--- config.mk ---
export PLATFORM = sky130hd
export DESIGN_NAME = uart_tx_arbiter
export DESIGN_NICKNAME = d
export VERILOG_FILES = /design/src/rtl/uart_tx_arbiter_pkg.sv /design/src/rtl/uart_tx_arbiter_rr_picker.sv /design/src/rtl/uart_tx_arbiter.sv
export SDC_FILE = /design/constraint.sdc
export NUM_CORES = 1
export LEC_CHECK = 0
export ABC_AREA = 1
export BUFFER_PORTS_ARGS = -buffer_cell sky130_fd_sc_hd__buf_2
export CORE_MARGIN = 5
export CORE_UTILIZATION = 47
export DETAILED_ROUTE_END_ITERATION = 10
export GPL_TIMING_DRIVEN = 1
export HOLD_SLACK_MARGIN = 0.1
export PLACE_DENSITY = 0.74
export RECOVER_POWER = 100
export SYNTH_ARGS = -nofsm -noshare
export SYNTH_HDL_FRONTEND = slang
export SYNTH_SLANG_ARGS = --single-unit
--- constraint.sdc ---
create_clock -name sysclk -period 2.97 [get_ports sysclk]
set_clock_uncertainty 0.05 [all_clocks]
set_input_delay 0 -clock sysclk [delete_from_list [all_inputs] [get_ports sysclk]]
set_output_delay 0 -clock sysclk [all_outputs]
set_load 0.01 [all_outputs]
--- src/rtl/uart_tx_arbiter_pkg.sv ---
// Shared constants and FSM encoding for the UART transmit arbiter.
// Holds the byte width, bit period, guard gap and abort timeout defaults.
package uart_tx_arbiter_pkg;

  localparam int unsigned DEF_DATA_WIDTH   = 8;
  localparam int unsigned DEF_CLKS_PER_BIT = 16;
  localparam int unsigned DEF_TX_GAP_CLKS  = 2;
  localparam int unsigned DEF_TIMEOUT_CLKS = 12 * DEF_CLKS_PER_BIT;
  localparam int unsigned CNT_W            = 20;

  typedef enum logic [1:0] {
    ST_IDLE = 2'd0,
    ST_SEND = 2'd1,
    ST_GAP  = 2'd2
  } arb_state_e;

endpackage

--- src/rtl/uart_tx_arbiter_rr_picker.sv ---
// Combinational rotate-priority encoder: first set request at or after ptr,
// wrapping modulo N. Kept generic so a receive-side fan-out can reuse it.
module uart_tx_arbiter_rr_picker #(
  parameter int unsigned N  = 4,
  parameter int unsigned IW = (N > 1) ? $clog2(N) : 1
) (
  input  logic [N-1:0]  req,
  input  logic [IW-1:0] ptr,
  output logic [N-1:0]  gnt_onehot,
  output logic [IW-1:0] gnt_idx,
  output logic          any
);

  logic [IW-1:0] idx;
  int unsigned   sum;

  always_comb begin
    gnt_onehot = '0;
    gnt_idx    = '0;
    any        = 1'b0;
    idx        = '0;
    sum        = 0;
    for (int unsigned i = 0; i < N; i++) begin
      sum = 32'(ptr) + i;
      if (sum >= N) sum = sum - N;
      idx = IW'(sum);
      if (!any && req[idx]) begin
        any             = 1'b1;
        gnt_idx         = idx;
        gnt_onehot[idx] = 1'b1;
      end
    end
  end

endmodule

--- src/rtl/uart_tx_arbiter.sv ---
// Round-robin scheduler sharing one uart_tx among N_REQ byte producers.
// Grants one byte, holds the uart enable until done or timeout, then enforces a guard gap.
module uart_tx_arbiter
  import uart_tx_arbiter_pkg::*;
#(
  parameter int unsigned N_REQ        = 4,
  parameter int unsigned DATA_WIDTH   = DEF_DATA_WIDTH,
  parameter int unsigned GAP_CLKS     = DEF_TX_GAP_CLKS,
  parameter int unsigned TIMEOUT_CLKS = DEF_TIMEOUT_CLKS,
  localparam int unsigned IDW         = (N_REQ > 1) ? $clog2(N_REQ) : 1
) (
  input  logic                          sysclk,
  input  logic                          rst,
  input  logic [N_REQ-1:0]              i_req_valid,
  input  logic [N_REQ*DATA_WIDTH-1:0]   i_req_data,
  output logic [N_REQ-1:0]              o_req_ready,
  output logic [N_REQ-1:0]              o_req_done,
  output logic                          o_tx_en,
  output logic [DATA_WIDTH-1:0]         o_tx_byte,
  input  logic                          i_tx_d,
  output logic                          o_busy,
  output logic [IDW-1:0]                o_grant_id,
  output logic                          o_timeout
);

  arb_state_e            state;
  logic [IDW-1:0]        ptr;
  logic [CNT_W-1:0]      cnt;
  logic [N_REQ-1:0]      gnt_onehot;
  logic [IDW-1:0]        gnt_idx;
  logic                  gnt_any;
  logic [IDW-1:0]        ptr_next;
  logic [DATA_WIDTH-1:0] req_bytes [N_REQ];

  // Unpack the flat data bus so the winner's byte is a plain array lookup.
  for (genvar k = 0; k < N_REQ; k++) begin : g_unpack
    assign req_bytes[k] = i_req_data[k*DATA_WIDTH +: DATA_WIDTH];
  end

  uart_tx_arbiter_rr_picker #(
    .N  (N_REQ),
    .IW (IDW)
  ) u_picker (
    .req        (i_req_valid),
    .ptr        (ptr),
    .gnt_onehot (gnt_onehot),
    .gnt_idx    (gnt_idx),
    .any        (gnt_any)
  );

  assign ptr_next = (gnt_idx == IDW'(N_REQ - 1)) ? '0 : gnt_idx + IDW'(1);

  // Grant/send/gap sequencer; pulses default low and are set for one cycle.
  always_ff @(posedge sysclk or posedge rst) begin
    if (rst) begin
      state       <= ST_IDLE;
      ptr         <= '0;
      cnt         <= '0;
      o_req_ready <= '0;
      o_req_done  <= '0;
      o_tx_en     <= 1'b0;
      o_tx_byte   <= '0;
      o_busy      <= 1'b0;
      o_grant_id  <= '0;
      o_timeout   <= 1'b0;
    end else begin
      o_req_ready <= '0;
      o_req_done  <= '0;
      o_timeout   <= 1'b0;
      unique case (state)
        ST_IDLE: begin
          if (gnt_any) begin
            o_tx_byte   <= req_bytes[gnt_idx];
            o_req_ready <= gnt_onehot;
            o_grant_id  <= gnt_idx;
            o_tx_en     <= 1'b1;
            o_busy      <= 1'b1;
            ptr         <= ptr_next;
            cnt         <= '0;
            state       <= ST_SEND;
          end else begin
            o_tx_en <= 1'b0;
          end
        end
        ST_SEND: begin
          cnt <= cnt + CNT_W'(1);
          // Completion beats the abort when both land on the same cycle.
          if (i_tx_d) begin
            o_tx_en                <= 1'b0;
            o_req_done[o_grant_id] <= 1'b1;
            cnt                    <= '0;
            state                  <= ST_GAP;
          end else if (cnt == CNT_W'(TIMEOUT_CLKS - 1)) begin
            o_tx_en   <= 1'b0;
            o_timeout <= 1'b1;
            cnt       <= '0;
            state     <= ST_GAP;
          end
        end
        ST_GAP: begin
          o_tx_en <= 1'b0;
          if (cnt == CNT_W'(GAP_CLKS - 1)) begin
            cnt    <= '0;
            o_busy <= 1'b0;
            state  <= ST_IDLE;
          end else begin
            cnt <= cnt + CNT_W'(1);
          end
        end
        default: begin
          o_tx_en <= 1'b0;
          o_busy  <= 1'b0;
          cnt     <= '0;
          state   <= ST_IDLE;
        end
      endcase
    end
  end

endmodule

* Yosys cells after proc, flatten, opt, wreduce, memory -nomap -nowiden
Index checks and enable logic that the tools add are counted.
Word-level totals: flip-flop bits (word level) 45, input port bits 39
Operators by class: add/subtract/negate cells 9, magnitude comparators 15, eq/ne operators 8, multiplexer cells 62, bitwise gates (word level) 5, reduce and logical (&&, ||, !) cells 15
Operators with widths (number):
- two-way mux 20 bit | 4
- case mux 20 bit (3 select lines) | 1
- two-way mux 4 bit | 8
- two-way mux 2 bit | 13
- two-way mux 1 bit | 21
- adder 20 x 1 -> 20 bit (second input constant) | 1
- equality test 20 x 1 -> 1 bit (second input constant) | 1
- equality test 20 x 8 -> 1 bit (second input constant) | 1
- binary-select mux 8 bit (select 2 bit) | 1
- two-way mux 8 bit | 2
- < comparator 2 x 3 -> 1 bit (second input constant) | 5
- greater-or-equal comparator 3 bit (second input constant) | 4
- bitwise OR 4 bit | 3
- demux 1 bit (select 2 bit) | 5
- greater-or-equal comparator 2 x 1 -> 1 bit (second input constant) | 5
- binary-select mux 1 bit (select 2 bit) | 4
- logical AND 1 bit | 8
- subtractor 2 x 1 -> 2 bit (second input constant) | 4
- adder 2 x 2 -> 3 bit (second input constant) | 2
- case mux 2 bit (3 select lines) | 1
- AND reduction 3 bit | 2
- equality test 2 bit (second input constant) | 2
- != test 2 bit (second input constant) | 2
- adder 2 x 1 -> 3 bit (second input constant) | 1
- other kinds (11) | 13

* Longest topological paths before layout
Gate-level depths: netlist of the first run.
depth in word-level cells 18, gate-level depth with buffers 15, mapped depth without buffers 13

* Cells and area by module
From an unflattened synthesis of the first run, not the netlist that was laid out.
Unflattened totals: cell total of the unflattened synthesis 436, area total of the unflattened synthesis 3133.0 um2
Modules (own cells, without submodules):
- uart_tx_arbiter | instances 1, cells each 362, area an instance 2692.6 um2, sequential area each 1126.1 um2
- uart_tx_arbiter_rr_picker | instances 1, cells each 74, area an instance 440.4 um2, sequential area each 0.0 um2

* Worst setup path after synthesis of the first run
Ideal clock, no wire load.
kind register to register, start reg ptr[0], end reg ptr[1], library setup time 128 ps, arrival 2046 ps, required time 2792 ps, slack 746 ps, stages on the path, launching flop included 14, path through dfrtp_1 -> buf_6 -> inv_6 -> ha_1 -> inv_1 -> nand3_1 -> nand2_1 -> nand3_2 -> nor2_4 -> nor2_2 -> nor2_8 -> ha_1 -> nand2_1 -> o21ai_0
Between the ends: cells in the longest elaborated chain, start to end 16
Ends and longest elaborated chain:
- start, declared | RTL line uart_tx_arbiter.sv:27 | logic [IDW-1:0] ptr;
- start signal, assigned | RTL line uart_tx_arbiter.sv:78 | ptr <= ptr_next;
- parallel branches: the longest is 13 deep, another holds adder 2 x 1 -> 3 bit
- two-way mux 2 bit (*) | RTL line uart_tx_arbiter_rr_picker.sv:27 | if (!any && req[idx]) begin
- net gnt_idx[1] | RTL line uart_tx_arbiter.sv:30 | logic [IDW-1:0] gnt_idx;
- adder 2 x 1 -> 2 bit or equality test 2 bit (tied branches) | RTL line uart_tx_arbiter.sv:51 | assign ptr_next = (gnt_idx == IDW'(N_REQ - 1)) ? '0 : gnt_idx + IDW'(1);
- two-way mux 2 bit (*) | RTL line uart_tx_arbiter.sv:51
- net ptr_next[1] | RTL line uart_tx_arbiter.sv:32 | logic [IDW-1:0] ptr_next;
Mark *: on every way through the listed nets, which the timed path passes. The select of a mux whose other input is x is not followed. A chain may end at the register's enable or synchronous reset.

* Worst setup path after layout of the first run
start reg ptr[0], end reg o_tx_byte[4]
Between the ends: cells in the longest elaborated chain, start to end 18
Ends and longest elaborated chain:
- parallel branches: the longest is 18 deep, another holds adder 2 x 1 -> 3 bit
- end signal, assigned | RTL line uart_tx_arbiter.sv:73 | o_tx_byte <= req_bytes[gnt_idx];
- end, declared | RTL line uart_tx_arbiter.sv:19 | output logic [DATA_WIDTH-1:0] o_tx_byte,
Several ways; the timed one is not identified. The select of a mux whose other input is x is not followed.

==> results of run 1 <==
## sequential cells by signal, summed over array words and instances, names as in the netlist
name and count:
ptr 2, o_busy 1, o_timeout 1, o_grant_id 2, o_req_done 4, state 2
o_tx_byte 8, o_req_ready 4, cnt 20, o_tx_en 1
## power groups by stage
stage | clock network (uW) | registers (uW) | logic, uW
after floorplan | 0 | 923 | 1860
after global placement | 0 | 884 | 2330
after detailed placement | 0 | 886 | 2370
after CTS | 505 | 874 | 2570
after global routing | 528 | 886 | 3180
final | 498 | 868 | 2840
## worst max-delay path, delay by kind of cell (launching register included)
family,cells,cell delay (ns)
adders and majority gates,1,0.37
AOI/OAI and AO/OA,1,0.22
and+or+nand+nor,9,0.89
buffers and inverters,3,0.75
DFF,1,0.44
## metal layers
layer | up-vias | track usage (%)
li1 | 1686 | -
met1 | 1588 | 25.7
met2 | 157 | 38.6
met3 | 28 | 3.22
met4 | 0 | 6.96
met5 | - | 0
## Yosys cell counts, drive strengths merged
cell type	number
nand2	129
inv	87
nand3	62
dfrtp	45
nor2	32
nor3	22
o21ai	16
ha	14
a21oi	12
nand4	10
buf	8
o22ai	4
a31oi	3
a21boi	2
and3	2
o21a	2
o21bai	2
o31ai	2
a21o	1
nor4	1
nor4b	1
o211ai	1
or2	1
xor2	1
## cell type report
cell class / count / area, um2
Clock buffer: 5 / 68.8
Clock inverter: 3 / 47.5
Fill cell: 583 / 2650
Inverter: 87 / 332
Multi-Input combinational cell: 321 / 1720
Sequential cell: 45 / 1130
Tap cell: 80 / 100
Timing Repair Buffer: 108 / 716
## metrics by stage
step / hold slack (ns) / worst slack (ns) / area (um2) / utilization [%] / instances
floorplan: 0.0208 / 0.746 / 3240 / - / 460
global placement: -0.00480 / 0.496 / 3600 / 53.3 / 594
detailed placement: 0.00445 / 0.393 / 3600 / 53.3 / 594
CTS: 0.205 / 0.0241 / 4060 / 60.1 / 636
global route: 0.237 / 0.0161 / 4110 / 60.8 / 649
finish: 0.188 / 0.139 / 4110 / 60.8 / 649
## worst min path at each step
stage,from,to,slack [ns],cells past startpoint
5_1_grt,rst,cnt[1],0.24,3
3_5_place_dp,rst,cnt[14],0.004,2
6_report,rst,cnt[14],0.19,3
2_1_floorplan,i_tx_d,o_timeout,0.02,1
3_3_place_gp,rst,cnt[14],-0.005,2
4_1_cts,rst,cnt[1],0.20,3
## cell families (layout without fill, tap and decap cells)
kind of cell             Yosys count  in the layout  synth area share (%)
adder cells (fa/ha/maj)           14             14                  5.40
flip-flops                        45             45                  34.7
AND/OR/NAND/NOR                  260            261                  39.2
AO/OA/AOI/OAI                     45             45                  8.34
XOR/XNOR                           1              1                 0.270
buffers and inverters             95            203                  12.0
## what timing repair did
action	4_1_cts	5_1_grt
buffers inserted	0	12
resized for setup	0	2
hold buffers	34	0
endpoints found under the setup margin	0	5
hold endpoints to repair	32	0
==> results.sh, run 1 <==
export IMPL_path_cells="inv_6 > ha_1 > inv_1 > nand3_1 > nand2_1 > a21oi_1 > nand2_1 > nand3_4 > nand2_1 > nand3_1 > dlygate4sd3_1 > nand2_1 > nand2_1 > nand2_1"
export IMPL_synth_area_per_cell_um2=7.05
export IMPL_setup_viol_count_final=0
export IMPL_dr_pass1_iters=5
export IMPL_tightestPinTransition_ns=1.50
export IMPL_peakVddDrop_uv=829
export IMPL_syn_nets=513
export IMPL_start_kind="flip-flop"
export IMPL_drive_gt1_share_pct=15.8
export IMPL_power_density_mw_per_mm2=1020
export IMPL_grt_max_degree=28
export IMPL_synthTopCellsByArea="dfrtp_1 (35%), nand2_1 (14%), inv_1 (9.1%), nand3_1 (8.8%), ha_1 (5.4%)"
export IMPL_finalMaxSlewViolations=0
export IMPL_fp_dieH_um=93.1
export IMPL_slew_limit_headroom_pct=0.184
export IMPL_cp_startpoint="ptr[0]"
export IMPL_mostFrequentLayoutCells="nand2_1 (118), inv_1 (81), nand3_1 (57)"
export IMPL_r2r_setup_slack_ns=0.14
export IMPL_max_cap_violations=1
export IMPL_p_switching_uw=2110
export IMPL_drt_total_wl_mm=9.12
export IMPL_wl_per_cell_um=14.0
export IMPL_top_layer="met4"
export IMPL_grt_pass1_vias=3376
export IMPL_via_count=3459
export IMPL_max_freq_ghz=0.353
export IMPL_dp_hpwl_mm=5.83
export IMPL_syn_area_mm2=0.00324
export IMPL_setup_tns_ns=0
export IMPL_crit_type="flip-flop to flip-flop"
export IMPL_min_period_ns=2.83
export IMPL_ff2ff_path_depth=14
export IMPL_r2r_start="ptr[0]"
export IMPL_syn_to_final_growth_pct=26.7
export IMPL_cts_buffer_depth=2
export IMPL_internal_power_uw=2100
export IMPL_cp_max_fo=13
export IMPL_num_nets_final=621
export IMPL_slowest_stage="dlygate4sd3_1"
export IMPL_met1Wirelength_mm=3.66
export IMPL_cts_buffers=5
export IMPL_globalRouteOverflowTotal=0
export IMPL_seq_area_frac_synth_pct=34.7
export IMPL_antenna_diode_count=0
export IMPL_crit_top_cell="nand2_1"
export IMPL_period_share_pct=95.3
export IMPL_clk_pin_slew_ns=0.10
export IMPL_leakagePower_uw=0.00217
export IMPL_status="complete, but fails checks"
export IMPL_arrival_ns=3.00
export IMPL_switching_share_pct=50.2
export IMPL_dr_wl_met3_um=605
export IMPL_synth_top_area_share_pct=34.7
export IMPL_clock_sinks=45
export IMPL_io_buffers=59
export IMPL_vias_per_cell=5.33
export IMPL_io_pins=60
export IMPL_grt_pass1_wl_mm=15.1
export IMPL_final_common_cell="nand2_1"
export IMPL_rsz0062_at_grt="false"
export IMPL_die_w_um=93.1
export IMPL_worstSetupEndpoint="o_tx_byte[4]"
export IMPL_synthCells=460
export IMPL_core_area_mm2=0.00676
export IMPL_cts_tree="yes"
export IMPL_p_comb_share_pct=67.5
export IMPL_rows=30
export IMPL_worstSkewPairLatency_ns=0.31
export IMPL_grtUsageTotal_pct=21.3
export IMPL_worstReg2RegEnd="o_tx_byte[4]"
export IMPL_met2_length_mm=4.63
export IMPL_worstHoldPathType="input port to async pin"
export IMPL_p_seq_share_pct=20.6
export IMPL_cts_root_buf="clkbuf_8"
export IMPL_ys_warn_count=0
export IMPL_place_gp_congestion=0.895
export IMPL_pwr_share_clk_pct=11.8
export IMPL_synth_distinct_cells=38
export IMPL_antenna_found_initial=0
export IMPL_initial_core_util_pct=48.0
export IMPL_synth_largest_area_cell="dfrtp_1"
export IMPL_power_uw=4210
export IMPL_ant_nets=0
export IMPL_htree_levels=2
export IMPL_critPathCaptureType="flip-flop"
export IMPL_critPathMaxStageDelay_ns=0.57
export IMPL_required_ns=3.13
export IMPL_ys_ff_latch=45
export IMPL_drt_iter0_drc=207
export IMPL_die_area_mm2=0.00866
export IMPL_violations="max-capacitance violations"
export IMPL_drcViolationCount=0
export IMPL_finalHoldViolCount=0
Power figures use the tool's default switching activity.
==> run 2, diff against run 1 <==
--- a/config.mk
+++ b/config.mk
@@ -7,7 +7,6 @@
 export LEC_CHECK = 0
 export ABC_AREA = 1
 export BUFFER_PORTS_ARGS = -buffer_cell sky130_fd_sc_hd__buf_2
-export CORE_MARGIN = 5
 export CORE_UTILIZATION = 47
 export DETAILED_ROUTE_END_ITERATION = 10
 export GPL_TIMING_DRIVEN = 1
==> run 2 against run 1 <==
Against the previous run: critical endpoint is now o_tx_byte[2]; global-route usage up 2.5 points; design area fell by 0.67%; via count down 1.8%; sequential share of layout area grew 0.19 points; count of clock-buffer cells in the layout unchanged; fmax about the same; cell count down 1.5%; core utilization up 2.0 points; register-to-register slack hardly changed; wire length decreased by 7.9%; the flow now finishes without violations; first-iteration DRC count decreased by 7.7%.
==> results.sh, run 2 (same netlist as run 1, synthesis figures left out) <==
export IMPL_period_share_pct=95.4
export IMPL_largestRegisters="cnt (20), o_tx_byte (8)"
export IMPL_setup_tns_ns=0
export IMPL_antenna_found_initial=0
export IMPL_pwr_share_clk_pct=9.3
export IMPL_power_density_mw_per_mm2=1040
export IMPL_leakagePower_uw=0.00212
export IMPL_fill_cells=578
export IMPL_arrival_ns=3.04
export IMPL_grt_pass1_vias=3224
export IMPL_finalHoldViolCount=0
export IMPL_clk_pin_slew_ns=0.10
export IMPL_place_gp_congestion=0.913
export IMPL_switching_share_pct=50.8
export IMPL_largest_reg_flops=20
export IMPL_antenna_diode_count=0
export IMPL_worstHoldPathType="input port to flip-flop"
export IMPL_seq_area_mm2=0.00113
export IMPL_power_uw=4230
export IMPL_die_w_um=85.1
export IMPL_setup_viol_count_final=0
export IMPL_finalWorstSetupSlack_ns=0.137
export IMPL_drive_gt1_share_pct=17.1
export IMPL_required_ns=3.17
export IMPL_initial_core_util_pct=49.9
export IMPL_final_common_cell="nand2_1"
export IMPL_clock_sinks=45
export IMPL_cp_max_fo=9
export IMPL_worstSkewPairLatency_ns=0.31
export IMPL_num_nets_final=614
export IMPL_drt_iter0_drc=191
export IMPL_peakVddDrop_uv=969
export IMPL_status="finished clean"
export IMPL_vias_per_cell=5.31
export IMPL_htree_levels=2
export IMPL_via_count=3396
export IMPL_grt_pass1_wl_mm=13.9
export IMPL_drcViolationCount=0
export IMPL_cts_buffer_depth=2
export IMPL_grtUsageTotal_pct=23.7
export IMPL_cts_buffers=5
export IMPL_internal_power_uw=2080
export IMPL_use_met2_pct=43.5
export IMPL_finalMaxSlewViolations=0
export IMPL_grt_busiest_layer="met2"
export IMPL_r2r_setup_slack_ns=0.14
export IMPL_dp_cells=592
export IMPL_max_freq_ghz=0.353
export IMPL_finish_utilization_pct=62.8
export IMPL_rows=29
export IMPL_drt_total_wl_mm=8.39
export IMPL_fp_dieH_um=85.1
export IMPL_dp_hpwl_mm=5.63
export IMPL_mostFrequentLayoutCells="nand2_1 (115), inv_1 (78), nand3_1 (57)"
export IMPL_core_area_mm2=0.00649
export IMPL_globalRouteOverflowTotal=0
export IMPL_p_switching_uw=2150
export IMPL_p_comb_share_pct=69.9
export IMPL_finalNonFillerCells=639
export IMPL_p_seq_share_pct=20.8
export IMPL_met3_usage_pct=3.31
export IMPL_syn_to_final_growth_pct=25.9
export IMPL_top_register="cnt"
export IMPL_wl_per_cell_um=13.1
export IMPL_max_cap_violations=0
export IMPL_min_period_ns=2.83
export IMPL_pre_cts_slack_ns=0.393
export IMPL_grtUsageMet1_pct=27.6
export IMPL_crit_type="flip-flop to flip-flop"
export IMPL_slew_limit_headroom_pct=28.2
export IMPL_io_pins=60
export IMPL_critPathCaptureType="flip-flop"
export IMPL_tightestPinTransition_ns=1.08
export IMPL_die_area_mm2=0.00723
export IMPL_cts_root_buf="clkbuf_8"
export IMPL_io_buffers=59
export IMPL_ant_nets=0
export IMPL_cts_tree="yes"
export IMPL_grt_max_degree=46
export IMPL_start_kind="flip-flop"
export IMPL_dr_pass1_iters=5
export IMPL_multiInputGateArea_mm2=0.00177
run 2: changes by cell type in the layout (fill, tap and decap cells not counted), sizes merged:
cell / change
inv: -1
clkbuf: -2
bufinv: -1
clkinvlp: +1
dlygate4sd3: -1
buf: -4
clkinv: +1
run 2: power groups by stage:
stage / Sequential (uW) / Combinational [uW] / Clock [uW]
6_report: 878 / 2960 / 395
5_1_grt: 894 / 3240 / 428
4_1_cts: 874 / 2720 / 408
3_5_place_dp: 885 / 2380 / 0
3_3_place_gp: 884 / 2330 / 0
2_1_floorplan: 923 / 1860 / 0
run 2: final timing paths:
check                           cells after the start      startpoint            to
worst max-delay path                               14          ptr[1]  o_tx_byte[2]
worst min-delay path                                7  i_req_data[29]  o_tx_byte[5]
worst max register to register                     14          ptr[1]  o_tx_byte[2]
worst min register to register                      2    o_tx_byte[0]  o_tx_byte[0]
max in group asynchronous                           4             rst        ptr[1]
min in group asynchronous                           4             rst       cnt[13]
run 2: stage by stage:
stage               hold slack [ns]  instance area (um2)
floorplan                    0.0208                 3240
global placement              0.116                 3600
detailed placement            0.124                 3600
CTS                           0.102                 4030
global route                  0.201                 4080
finish                        0.116                 4080
run 2: final cells by class:
cell class              count  area share, %
multi-input cells         321           43.3
flip-flops and latches     45           27.6
repair buffers            101           16.3
inverters                  87           8.12
well taps                  77           2.36
clock buffers               5           1.69
clock inverters             3          0.613
run 2: repair_timing:
| action | in CTS | in global routing |
|---|---|---|
| gates resized for setup | 0 | 9 |
| endpoints found under the setup margin | 0 | 8 |
| hold buffers | 33 | 0 |
| buffers inserted | 0 | 5 |
| hold endpoints to repair | 60 | 0 |
run 2: worst max-delay path, stage by stage, from the launching register on:
cell	delay, ns
dfrtp_2	0.47
inv_2	0.16
ha_2	0.33
inv_1	0.10
nand3_1	0.08
nand2_1	0.14
nand3_2	0.16
nor2_4	0.17
nor2_2	0.08
nor2_8	0.17
nand3_1	0.10
dlygate4sd3_1	0.56
nand2_1	0.09
nand2_1	0.07
nand2_1	0.06
run 2: per-layer routing:
metal	part of all wire [%]	routed length, um	vias up
met2	52	4380	139
met1	40	3380	1555
li1	-	-	1675
met4	2.8	237	0
met5	0	0	-
met3	4.7	397	27
==> run 3, diff against run 2 <==
--- a/config.mk
+++ b/config.mk
@@ -11,6 +11,7 @@
 export DETAILED_ROUTE_END_ITERATION = 10
 export GPL_TIMING_DRIVEN = 1
 export HOLD_SLACK_MARGIN = 0.1
+export MAX_ROUTING_LAYER = met4
 export PLACE_DENSITY = 0.74
 export RECOVER_POWER = 100
 export SYNTH_ARGS = -nofsm -noshare
==> constraint.sdc (replaced) <==
create_clock -name sysclk -period 2.97 [get_ports sysclk]
set_clock_uncertainty 0.05 [all_clocks]
set_input_delay 0.594 -clock sysclk [delete_from_list [all_inputs] [get_ports sysclk]]
set_output_delay 0.594 -clock sysclk [all_outputs]
set_load 0.01 [all_outputs]
==> run 3 against run 2 <==
Against the previous run: sequential power decreased by 0.7%; count of clock-buffer cells in the layout rose by 1; register-to-register slack improved by 0.21 ns; largest power group unchanged; global-route usage decreased by 1.4 points; via count is 8.5% lower; core utilization down 6.6 points; total power decreased by 15%.
==> results.sh, run 3 (same netlist as run 1, synthesis figures left out) <==
export IMPL_place_gp_congestion=0.933
export IMPL_drcViolationCount=0
export IMPL_cp_max_fo=18
export IMPL_htree_levels=2
export IMPL_ff2ff_path_depth=12
export IMPL_dp_hpwl_mm=5.57
export IMPL_largestRegisters="cnt (20), o_tx_byte (8)"
export IMPL_cts_tree="yes"
export IMPL_status="finished clean"
export IMPL_cts_resized=0
export IMPL_leakagePower_uw=0.00196
export IMPL_arrival_ns=2.75
export IMPL_wl_per_cell_um=11.9
export IMPL_cts_buffers=5
export IMPL_largest_reg_flops=20
export IMPL_tightestPinTransition_ns=1.08
export IMPL_worstHoldPathType="flip-flop to flip-flop"
export IMPL_min_period_ns=2.62
export IMPL_multiInputGateArea_mm2=0.00172
export IMPL_worstSkewPairLatency_ns=0.30
export IMPL_finalMaxSlewViolations=0
export IMPL_num_nets_final=575
export IMPL_max_freq_ghz=0.382
export IMPL_setup_viol_count_final=0
export IMPL_final_common_cell="nand2_1"
export IMPL_ant_nets=0
export IMPL_max_cap_violations=0
export IMPL_clk_pin_slew_ns=0.09
export IMPL_seq_area_mm2=0.00113
export IMPL_drt_iter0_drc=155
export IMPL_grtUsageTotal_pct=22.3
export IMPL_hold_depth=1
export IMPL_grt_pass1_wl_mm=12.8
export IMPL_core_area_mm2=0.00649
export IMPL_setup_tns_ns=0
export IMPL_grt_pass1_vias=3035
export IMPL_required_ns=3.10
export IMPL_power_uw=3590
export IMPL_antenna_found_initial=0
export IMPL_cts_buffer_depth=2
export IMPL_fill_cells=626
export IMPL_crit_type="flip-flop to flip-flop"
export IMPL_io_buffers=59
export IMPL_top_register="cnt"
export IMPL_finalWorstSetupSlack_ns=0.350
export IMPL_rsz0062_at_grt="false"
export IMPL_io_pins=60
export IMPL_post_cts_setup_buffer_count=0
export IMPL_via_count=3107
export IMPL_critPathCaptureType="flip-flop"
export IMPL_initial_core_util_pct=49.9
export IMPL_drt_total_wl_mm=7.14
export IMPL_vias_per_cell=5.19
export IMPL_holdWs_ns=0.431
export IMPL_fp_dieH_um=85.1
export IMPL_dr_pass1_iters=5
export IMPL_clock_sinks=45
export IMPL_peakVddDrop_uv=857
export IMPL_grt_max_degree=46
export IMPL_antenna_diode_count=0
export IMPL_power_density_mw_per_mm2=982
export IMPL_syn_to_final_growth_pct=12.7
export IMPL_drive_gt1_share_pct=14.8
export IMPL_die_area_mm2=0.00723
export IMPL_period_share_pct=88.2
export IMPL_die_w_um=85.1
export IMPL_pre_cts_slack_ns=0.419
export IMPL_cts_root_buf="clkbuf_8"
export IMPL_finalHoldViolCount=0
export IMPL_mostFrequentLayoutCells="nand2_1 (117), inv_1 (81), nand3_1 (57)"
export IMPL_globalRouteOverflowTotal=0
export IMPL_start_kind="flip-flop"
export IMPL_slew_limit_headroom_pct=28.0
export IMPL_rows=29
export IMPL_cts_hold_buf=0
[run 3: cell count changes in the layout (fill, tap and decap cells not counted), sizes merged]
cell	delta
clkbuf	+3
buf	-7
clkinv	-1
dlygate4sd3	-33
inv	-1
nand3	-1
[run 3: path summary, 6_finish.rpt]
path | start | endpoint | slack (ns)
max in group asynchronous | rst | cnt[10] | 1.64
hold / removal | o_grant_id[1] | o_req_done[0] | 0.43
setup reg to reg | ptr[1] | ptr[1] | 0.35
min in group asynchronous | rst | cnt[14] | 0.56
setup / recovery | ptr[1] | ptr[1] | 0.35
hold reg to reg | o_grant_id[1] | o_req_done[0] | 0.43
[run 3: routing by layer]
metal / vias up / track usage (%) / wire length (um)
met1: 1405 / 26.3 / 3080
met3: 13 / 3.60 / 352
met2: 97 / 38.8 / 3570
met4: 0 / 7.55 / 130
met5: - / - / 0
li1: 1592 / - / -
[run 3: where the power goes]
part / internal, uW / switching, uW / total [uW]
clock network: 184 / 206 / 390
registers: 770 / 102 / 872
logic: 740 / 1590 / 2330
[run 3: area by class of cell]
type	count	share of cell area, %
multi-input cells	320	47.1
flip-flops and latches	45	30.8
inverters	87	9.08
repair buffers	63	7.91
well taps	77	2.64
clock buffers	6	2.26
clock inverters	1	0.205
[run 3: through the flow]
step / std cells / util [%] / cell area [um2]
global placement: 592 / 55.5 / 3600
finish: 599 / 56.3 / 3650
global route: 599 / 56.3 / 3650
detailed placement: 592 / 55.5 / 3600
floorplan: 460 / - / 3240
CTS: 599 / 56.9 / 3690
[run 3: critical path: stages (launching register included)]
cell,delay [ns]
dfrtp_1,0.49
inv_1,0.21
ha_1,0.40
inv_1,0.09
nand2_1,0.08
nand2_2,0.10
nor2_8,0.15
nand3_4,0.20
nand3_4,0.26
inv_2,0.06
ha_1,0.28
nand2_1,0.06
o21ai_0,0.07
